[src/rtl/muldiv_pkg.sv]
// Shared definitions for the HI/LO multiply/divide controller: op encoding,
// controller state type and the iteration-counter width helper.
package muldiv_pkg;

    // Op codes presented on the op input alongside start.
    localparam logic [2:0] OP_MULT  = 3'd0;
    localparam logic [2:0] OP_MULTU = 3'd1;
    localparam logic [2:0] OP_DIV   = 3'd2;
    localparam logic [2:0] OP_DIVU  = 3'd3;
    localparam logic [2:0] OP_MTHI  = 3'd4;
    localparam logic [2:0] OP_MTLO  = 3'd5;

    typedef enum logic [1:0] {
        StIdle,
        StRun,
        StFixup
    } state_e;

    // Counter has to hold width-1; never let it collapse to zero bits.
    function automatic int unsigned cnt_width(input int unsigned w);
        return (w > 1) ? $clog2(w) : 1;
    endfunction

    localparam int unsigned DefaultWidth = 32;
    localparam int unsigned DefaultCntW  = cnt_width(DefaultWidth);

endpackage

[src/rtl/muldiv_iter_dp.sv]
// Iterative multiply/divide datapath: one shift-add (multiply, multiplier LSB
// first) or one restoring-division step per enabled cycle. Works on operand
// magnitudes only; sign handling lives in the controller.
module muldiv_iter_dp
    import muldiv_pkg::*;
#(
    parameter int unsigned WIDTH = 32
) (
    input  logic               clk,
    input  logic               reset_n,
    input  logic               load,
    input  logic               step,
    input  logic               div_mode,
    input  logic [WIDTH-1:0]   rs_mag,
    input  logic [WIDTH-1:0]   rt_mag,
    output logic [2*WIDTH-1:0] prod,
    output logic [WIDTH-1:0]   quot,
    output logic [WIDTH-1:0]   rem,
    output logic               mul_rest_zero
);

    // opa: multiplicand (shifted left) or divisor in the low word.
    // opb: multiplier (shifted right) or dividend that becomes the quotient.
    // acc: product, or partial remainder in the low WIDTH+1 bits.
    logic [2*WIDTH-1:0] opa_q;
    logic [WIDTH-1:0]   opb_q;
    logic [2*WIDTH-1:0] acc_q;

    logic [WIDTH:0] rem_shift;
    logic [WIDTH:0] rem_diff;

    // Restoring trial subtraction; bit WIDTH of the difference is the borrow.
    always_comb begin
        rem_shift = {acc_q[WIDTH-1:0], opb_q[WIDTH-1]};
        rem_diff  = rem_shift - {1'b0, opa_q[WIDTH-1:0]};
    end

    // Operand load and per-cycle iteration step.
    always_ff @(posedge clk or negedge reset_n) begin
        if (!reset_n) begin
            opa_q <= '0;
            opb_q <= '0;
            acc_q <= '0;
        end else if (load) begin
            acc_q <= '0;
            if (div_mode) begin
                opa_q <= {{WIDTH{1'b0}}, rt_mag};
                opb_q <= rs_mag;
            end else begin
                opa_q <= {{WIDTH{1'b0}}, rs_mag};
                opb_q <= rt_mag;
            end
        end else if (step) begin
            if (div_mode) begin
                if (!rem_diff[WIDTH]) begin
                    acc_q <= {{(WIDTH-1){1'b0}}, rem_diff};
                    opb_q <= {opb_q[WIDTH-2:0], 1'b1};
                end else begin
                    acc_q <= {{(WIDTH-1){1'b0}}, rem_shift};
                    opb_q <= {opb_q[WIDTH-2:0], 1'b0};
                end
            end else begin
                if (opb_q[0]) begin
                    acc_q <= acc_q + opa_q;
                end
                opa_q <= opa_q << 1;
                opb_q <= opb_q >> 1;
            end
        end
    end

    assign prod          = acc_q;
    assign quot          = opb_q;
    assign rem           = acc_q[WIDTH-1:0];
    // Multiplier bits left once the current LSB has been consumed.
    assign mul_rest_zero = (opb_q[WIDTH-1:1] == '0);

endmodule

[src/rtl/hi_lo_muldiv_ctrl.sv]
// HI/LO register pair with an iterative MULT/MULTU/DIV/DIVU sequencer,
// single-cycle MTHI/MTLO and the pipeline stall request.
// Optional: define MULDIV_EARLY_OUT_EN to leave a multiply RUN as soon as the
// remaining multiplier bits are all zero.
module hi_lo_muldiv_ctrl
    import muldiv_pkg::*;
#(
    parameter int unsigned WIDTH = 32
) (
    input  logic             clk,
    input  logic             reset_n,
    input  logic             start,
    input  logic [2:0]       op,
    input  logic [WIDTH-1:0] rs_data,
    input  logic [WIDTH-1:0] rt_data,
    input  logic             mf_req,
    output logic             busy,
    output logic             stall,
    output logic [WIDTH-1:0] hi,
    output logic [WIDTH-1:0] lo,
    output logic             done
);

    localparam int unsigned CntW = cnt_width(WIDTH);

    state_e state_q, state_d;

    logic [CntW-1:0]  cnt_q;
    logic             is_div_q;
    logic             neg_res_q;
    logic             neg_rem_q;
    logic             div_zero_q;
    logic [WIDTH-1:0] hi_q, lo_q;
    logic             done_q;

    logic             iter_op;
    logic             signed_op;
    logic             accept_iter;
    logic             rs_neg, rt_neg;
    logic [WIDTH-1:0] rs_mag, rt_mag;
    logic             early_out;

    logic [2*WIDTH-1:0] dp_prod;
    logic [WIDTH-1:0]   dp_quot;
    logic [WIDTH-1:0]   dp_rem;
    logic               dp_rest_zero;

    logic [2*WIDTH-1:0] prod_fix;
    logic [WIDTH-1:0]   quot_fix;
    logic [WIDTH-1:0]   rem_fix;
    logic [WIDTH-1:0]   res_hi, res_lo;

    // Op decode and operand magnitudes; unsigned ops pass raw values through.
    always_comb begin
        iter_op     = (op[2] == 1'b0);
        signed_op   = (op == OP_MULT) || (op == OP_DIV);
        accept_iter = (state_q == StIdle) && start && iter_op;
        rs_neg      = signed_op && rs_data[WIDTH-1];
        rt_neg      = signed_op && rt_data[WIDTH-1];
        rs_mag      = rs_neg ? (-rs_data) : rs_data;
        rt_mag      = rt_neg ? (-rt_data) : rt_data;
    end

`ifdef MULDIV_EARLY_OUT_EN
    assign early_out = !is_div_q && dp_rest_zero;
`else
    logic unused_rest_zero;
    assign unused_rest_zero = dp_rest_zero;
    assign early_out        = 1'b0;
`endif

    muldiv_iter_dp #(
        .WIDTH (WIDTH)
    ) u_dp (
        .clk           (clk),
        .reset_n       (reset_n),
        .load          (accept_iter),
        .step          (state_q == StRun),
        .div_mode      (accept_iter ? op[1] : is_div_q),
        .rs_mag        (rs_mag),
        .rt_mag        (rt_mag),
        .prod          (dp_prod),
        .quot          (dp_quot),
        .rem           (dp_rem),
        .mul_rest_zero (dp_rest_zero)
    );

    // State register.
    always_ff @(posedge clk or negedge reset_n) begin
        if (!reset_n) begin
            state_q <= StIdle;
        end else begin
            state_q <= state_d;
        end
    end

    // Next-state: WIDTH RUN cycles (fewer with early-out), then one FIXUP.
    always_comb begin
        state_d = state_q;
        unique case (state_q)
            StIdle:  if (accept_iter) state_d = StRun;
            StRun:   if ((cnt_q == '0) || early_out) state_d = StFixup;
            StFixup: state_d = StIdle;
            default: state_d = StIdle;
        endcase
    end

    // FSM outputs: busy for RUN and FIXUP; stall only holds ops that touch HI/LO.
    always_comb begin
        busy  = (state_q != StIdle);
        stall = busy && (start || mf_req);
    end

    // Iteration counter and sign/mode flags captured at acceptance.
    always_ff @(posedge clk or negedge reset_n) begin
        if (!reset_n) begin
            cnt_q      <= '0;
            is_div_q   <= 1'b0;
            neg_res_q  <= 1'b0;
            neg_rem_q  <= 1'b0;
            div_zero_q <= 1'b0;
        end else if (accept_iter) begin
            cnt_q      <= CntW'(WIDTH - 1);
            is_div_q   <= op[1];
            neg_res_q  <= rs_neg ^ rt_neg;
            neg_rem_q  <= rs_neg;
            div_zero_q <= (rt_data == '0);
        end else if ((state_q == StRun) && (cnt_q != '0)) begin
            cnt_q <= cnt_q - 1'b1;
        end
    end

    // Sign fixup and result mapping. A zero divisor leaves |rs| as remainder,
    // so re-applying the dividend sign yields rs_data; only LO needs forcing.
    always_comb begin
        prod_fix = neg_res_q ? (-dp_prod) : dp_prod;
        quot_fix = neg_res_q ? (-dp_quot) : dp_quot;
        rem_fix  = neg_rem_q ? (-dp_rem) : dp_rem;
        if (is_div_q) begin
            res_hi = rem_fix;
            res_lo = div_zero_q ? '1 : quot_fix;
        end else begin
            res_hi = prod_fix[2*WIDTH-1:WIDTH];
            res_lo = prod_fix[WIDTH-1:0];
        end
    end

    // Architectural HI/LO: iterative results at FIXUP, moves only from IDLE.
    always_ff @(posedge clk or negedge reset_n) begin
        if (!reset_n) begin
            hi_q <= '0;
            lo_q <= '0;
        end else if (state_q == StFixup) begin
            hi_q <= res_hi;
            lo_q <= res_lo;
        end else if ((state_q == StIdle) && start) begin
            if (op == OP_MTHI) hi_q <= rs_data;
            if (op == OP_MTLO) lo_q <= rs_data;
        end
    end

    // Completion pulse, high the cycle after the FIXUP write.
    always_ff @(posedge clk or negedge reset_n) begin
        if (!reset_n) begin
            done_q <= 1'b0;
        end else begin
            done_q <= (state_q == StFixup);
        end
    end

    assign hi   = hi_q;
    assign lo   = lo_q;
    assign done = done_q;

endmodule

[config.mk]
export PLATFORM = sky130hd
export DESIGN_NAME = hi_lo_muldiv_ctrl
export DESIGN_NICKNAME = d
export VERILOG_FILES = /design/src/rtl/muldiv_pkg.sv /design/src/rtl/muldiv_iter_dp.sv /design/src/rtl/hi_lo_muldiv_ctrl.sv
export SDC_FILE = /design/constraint.sdc
export NUM_CORES = 1
export LEC_CHECK = 0
export CORE_ASPECT_RATIO = 2
export CORE_MARGIN = 5
export CORE_UTILIZATION = 40
export CTS_CLUSTER_SIZE = 25
export DETAILED_ROUTE_END_ITERATION = 6
export HOLD_SLACK_MARGIN = 0.02
export PLACE_DENSITY = 0.56
export SLEW_MARGIN = 30
export SYNTH_ARGS = -nofsm -noshare
export SYNTH_HDL_FRONTEND = slang
export SYNTH_SLANG_ARGS = --single-unit
[constraint.sdc]
create_clock -name clk -period 8.5 [get_ports clk]
set_clock_uncertainty 0.1 [all_clocks]
set_input_delay 2.55 -clock clk [delete_from_list [all_inputs] [get_ports clk]]
set_output_delay 2.55 -clock clk [all_outputs]
set_load 0.1 [all_outputs]
==> flow_metrics.env <==
export IMPL_area_growth_pct=12.7
export IMPL_antennaDiodeCount=0
export IMPL_syn_area_sq_um=20900
export IMPL_fp_dieArea_sq_um=57300
export IMPL_startpoint_type="input pin"
export IMPL_routedWlPerCell_um=26.7
export IMPL_grt_pass1_vias=20800
export IMPL_grt_max_degree=128
export IMPL_worst_path_max_delay_cell="clkdlybuf4s50_1"
export IMPL_root_buffer="clkbuf_16"
export IMPL_drt_iter0_drc=1649
export IMPL_dpl_worst_slack_ns=1.44
export IMPL_top_layer="met4"
export IMPL_drive_above_1_share=0.0534
export IMPL_hold_buffers=0
export IMPL_cts_inserted_buffers=27
export IMPL_tritoncts="built"
export IMPL_p_sw_frac=0.570
export IMPL_tns_ns=0
export IMPL_required_ns=5.85
export IMPL_rows=118
export IMPL_syn_nets=2851
export IMPL_finalNetCount=2852
export IMPL_io_buffers=137
export IMPL_worstSkewPairLatency_ns=0.59
export IMPL_timing_final_ws_setup_ns=1.45
export IMPL_gp_congestion=0.972
export IMPL_wl_met1_um=30900
export IMPL_path_max_fanout=4
export IMPL_cts_path_max_buffers=3
export IMPL_synth_seq_cells=236
export IMPL_grt_usage=0.304
export IMPL_wl_met2_um=45900
export IMPL_hold_depth=2
export IMPL_maxSlewHeadroom=0.308
export IMPL_antenna_found_initial=0
export IMPL_finalSetupViolCount=0
export IMPL_cp_top_family="buffers and inverters"
export IMPL_syn_inst=2676
export IMPL_cp_arrival_ns=4.40
export IMPL_clockPowerShare=0.107
export IMPL_viasPerCell=6.19
export IMPL_hold_class="flop to flop"
export IMPL_synth_ff_type="dfrtp_1"
export IMPL_synth_avg_cell_area_sq_um=7.82
export IMPL_routed_wl_um=89700
export IMPL_drtPass1Iterations=5
export IMPL_period_minus_slack_ns=7.05
export IMPL_path_buf_inv=2
export IMPL_intPower_mw=4.90
export IMPL_period_share=0.830
export IMPL_dieHeight_um=333
export IMPL_maxClockFrequency_mhz=142
export IMPL_reg2regPathDepth=20
export IMPL_drc=0
export IMPL_cp_slowest_stage_delay_ns=1.15
export IMPL_die_w_um=172
export IMPL_pwr_density_cell_nw_per_um2=483
export IMPL_overflow=0
export IMPL_synth_cell_types=75
export IMPL_rsz0062_at_grt="no"
export IMPL_grt_pass1_wl_um=131000
export IMPL_start_util=0.404
export IMPL_cts_max_level=1
export IMPL_maxSlewViolCount=0
export IMPL_ys_seq_area_frac=0.282
export IMPL_hpwlAfterDp_um=69800
export IMPL_fill_cells=5255
export IMPL_maxCapViolations=0
export IMPL_postRouteAntennaNets=0
export IMPL_crit_type="input pin to output pin"
export IMPL_worst_pin_slew_ns=1.03
export IMPL_ir_worst_vdd_mv=0.474
export IMPL_path_clk_slew_ns=0.06
export IMPL_share_seq_of_total_power=0.226
export IMPL_yosys_warnings=0
export IMPL_synthArstFlopShare=1.00
export IMPL_ctsResizeCount=0
export IMPL_path_depth=4
export IMPL_whs_ns=0.399
export IMPL_power_frac_comb=0.667
export IMPL_met3_length_um=3620
export IMPL_hold_viol=0
export IMPL_power_leakage_nw=9.98
export IMPL_ios=138
export IMPL_post_cts_buffers=0
export IMPL_cts_sinks=236
export IMPL_power_switching_mw=6.49
export IMPL_core_area_sq_um=51800
export IMPL_end_kind="output pin"
export IMPL_cp_cell_sequence="clkdlybuf4s50_1 > nor2_1 > nor2_1 > clkdlybuf4s50_1"
export IMPL_status="finished clean"
export IMPL_synth_edf_count=0
export IMPL_vias=20800
==> final timing paths <==
check | endpoint | start | slack [ns]
min in group asynchronous | u_dp.quot[7]$_DFFE_PN0P_ | reset_n | 1.72
hold / removal | u_dp.opa_q[44]$_DFFE_PN0P_ | u_dp.opa_q[43]$_DFFE_PN0P_ | 0.40
max in group asynchronous | neg_rem_q$_DFFE_PN0P_ | reset_n | 5.03
setup / recovery | stall | start | 1.45
setup reg to reg | u_dp.prod[2]$_DFFE_PN0P_ | u_dp.prod[0]$_DFFE_PN0P_ | 2.93
hold reg to reg | u_dp.opa_q[44]$_DFFE_PN0P_ | u_dp.opa_q[43]$_DFFE_PN0P_ | 0.40
==> power groups by stage <==
stage	registers, mW	logic, mW	clock network, mW
2_1_floorplan	3.09	4.68	0
3_3_place_gp	2.57	7.42	0
3_5_place_dp	2.58	7.51	0
4_1_cts	2.56	7.54	1.24
5_1_grt	2.62	8.21	1.27
6_report	2.57	7.59	1.22
==> sequential cells by signal, summed over array words and instances (netlist names) <==
name,count
is_div_q,1
neg_res_q,1
state_q,2
u_dp.opa_q,64
done,1
cnt_q,5
u_dp.quot,32
hi,32
div_zero_q,1
lo,32
neg_rem_q,1
u_dp.prod,64
==> synthesized netlist by cell type, types with 69 or more instances <==
cell | instances | area share
nor2_1 | 206 | 0.037
inv_1 | 69 | 0.012
ha_1 | 102 | 0.061
dfrtp_1 | 236 | 0.28
nand3_1 | 71 | 0.017
mux2i_1 | 112 | 0.054
nand2_1 | 360 | 0.065
xor2_1 | 101 | 0.042
xnor2_1 | 159 | 0.067
o21ai_0 | 235 | 0.056
a21oi_1 | 207 | 0.050
clkbuf_1 | 163 | 0.029
==> layout make-up <==
type	count	area (sq um)	share of cell area
multi-input cells	2176	14100	0.597
flip-flops and latches	236	5910	0.251
repair buffers	166	1630	0.0689
well taps	660	826	0.0350
clock buffers	32	734	0.0312
inverters	70	263	0.0111
clock inverters	16	146	0.00621
==> stage by stage <==
stage               cell area (sq um)  instances  utilization  power [mW]
finish                          23600       3356        0.455        11.4
global route                    23600       3356        0.455        12.1
global placement                22600       3306        0.437        9.99
CTS                             23500       3354        0.454        11.3
floorplan                       20900       2676            -        7.77
detailed placement              22600       3306        0.437        10.1
==> per-layer routing <==
metal,vias up,track usage
li1,9642,-
met1,10100,0.312
met2,716,0.548
met3,265,0.0286
met4,0,0.244
met5,-,0
==> tightest hold or removal path, stage by stage, from the launching register on <==
cell     delay (ns)
dfrtp_1        0.37
nand2_1        0.05
nand2_1        0.05
==> cells by family after synthesis <==
group | after synthesis | synth area share
simple gates | 864 | 0.190
compound gates | 823 | 0.248
buf+inv | 264 | 0.0480
xor+xnor | 260 | 0.109
flops | 236 | 0.282
mux | 125 | 0.0606
fa+ha+maj | 104 | 0.0629
==> cells in the final DEF, fill, tap and decap left out, types with 13 or more instances in the layout <==
cell type / count
or4_1: 20
and3_1: 25
mux2_2: 13
nand3_1: 71
a221oi_1: 36
a211oi_1: 22
xnor2_1: 159
o21bai_1: 15
mux2i_1: 112
ha_1: 102
o221ai_1: 22
inv_1: 68
o21ai_0: 235
buf_4: 26
nand4_1: 23
o21a_1: 13
a21oi_1: 205
clkdlybuf4s50_1: 132
nor4_1: 15
nor2b_1: 17
dfrtp_1: 233
or3_1: 24
nand2_1: 358
o31ai_1: 44
xor2_1: 101
o211ai_1: 38
a31oi_1: 58
nand2b_1: 17
clkbuf_16: 27
nor2_1: 201
nor3_1: 33
a21o_1: 48
Power figures use the tool's default switching activity.
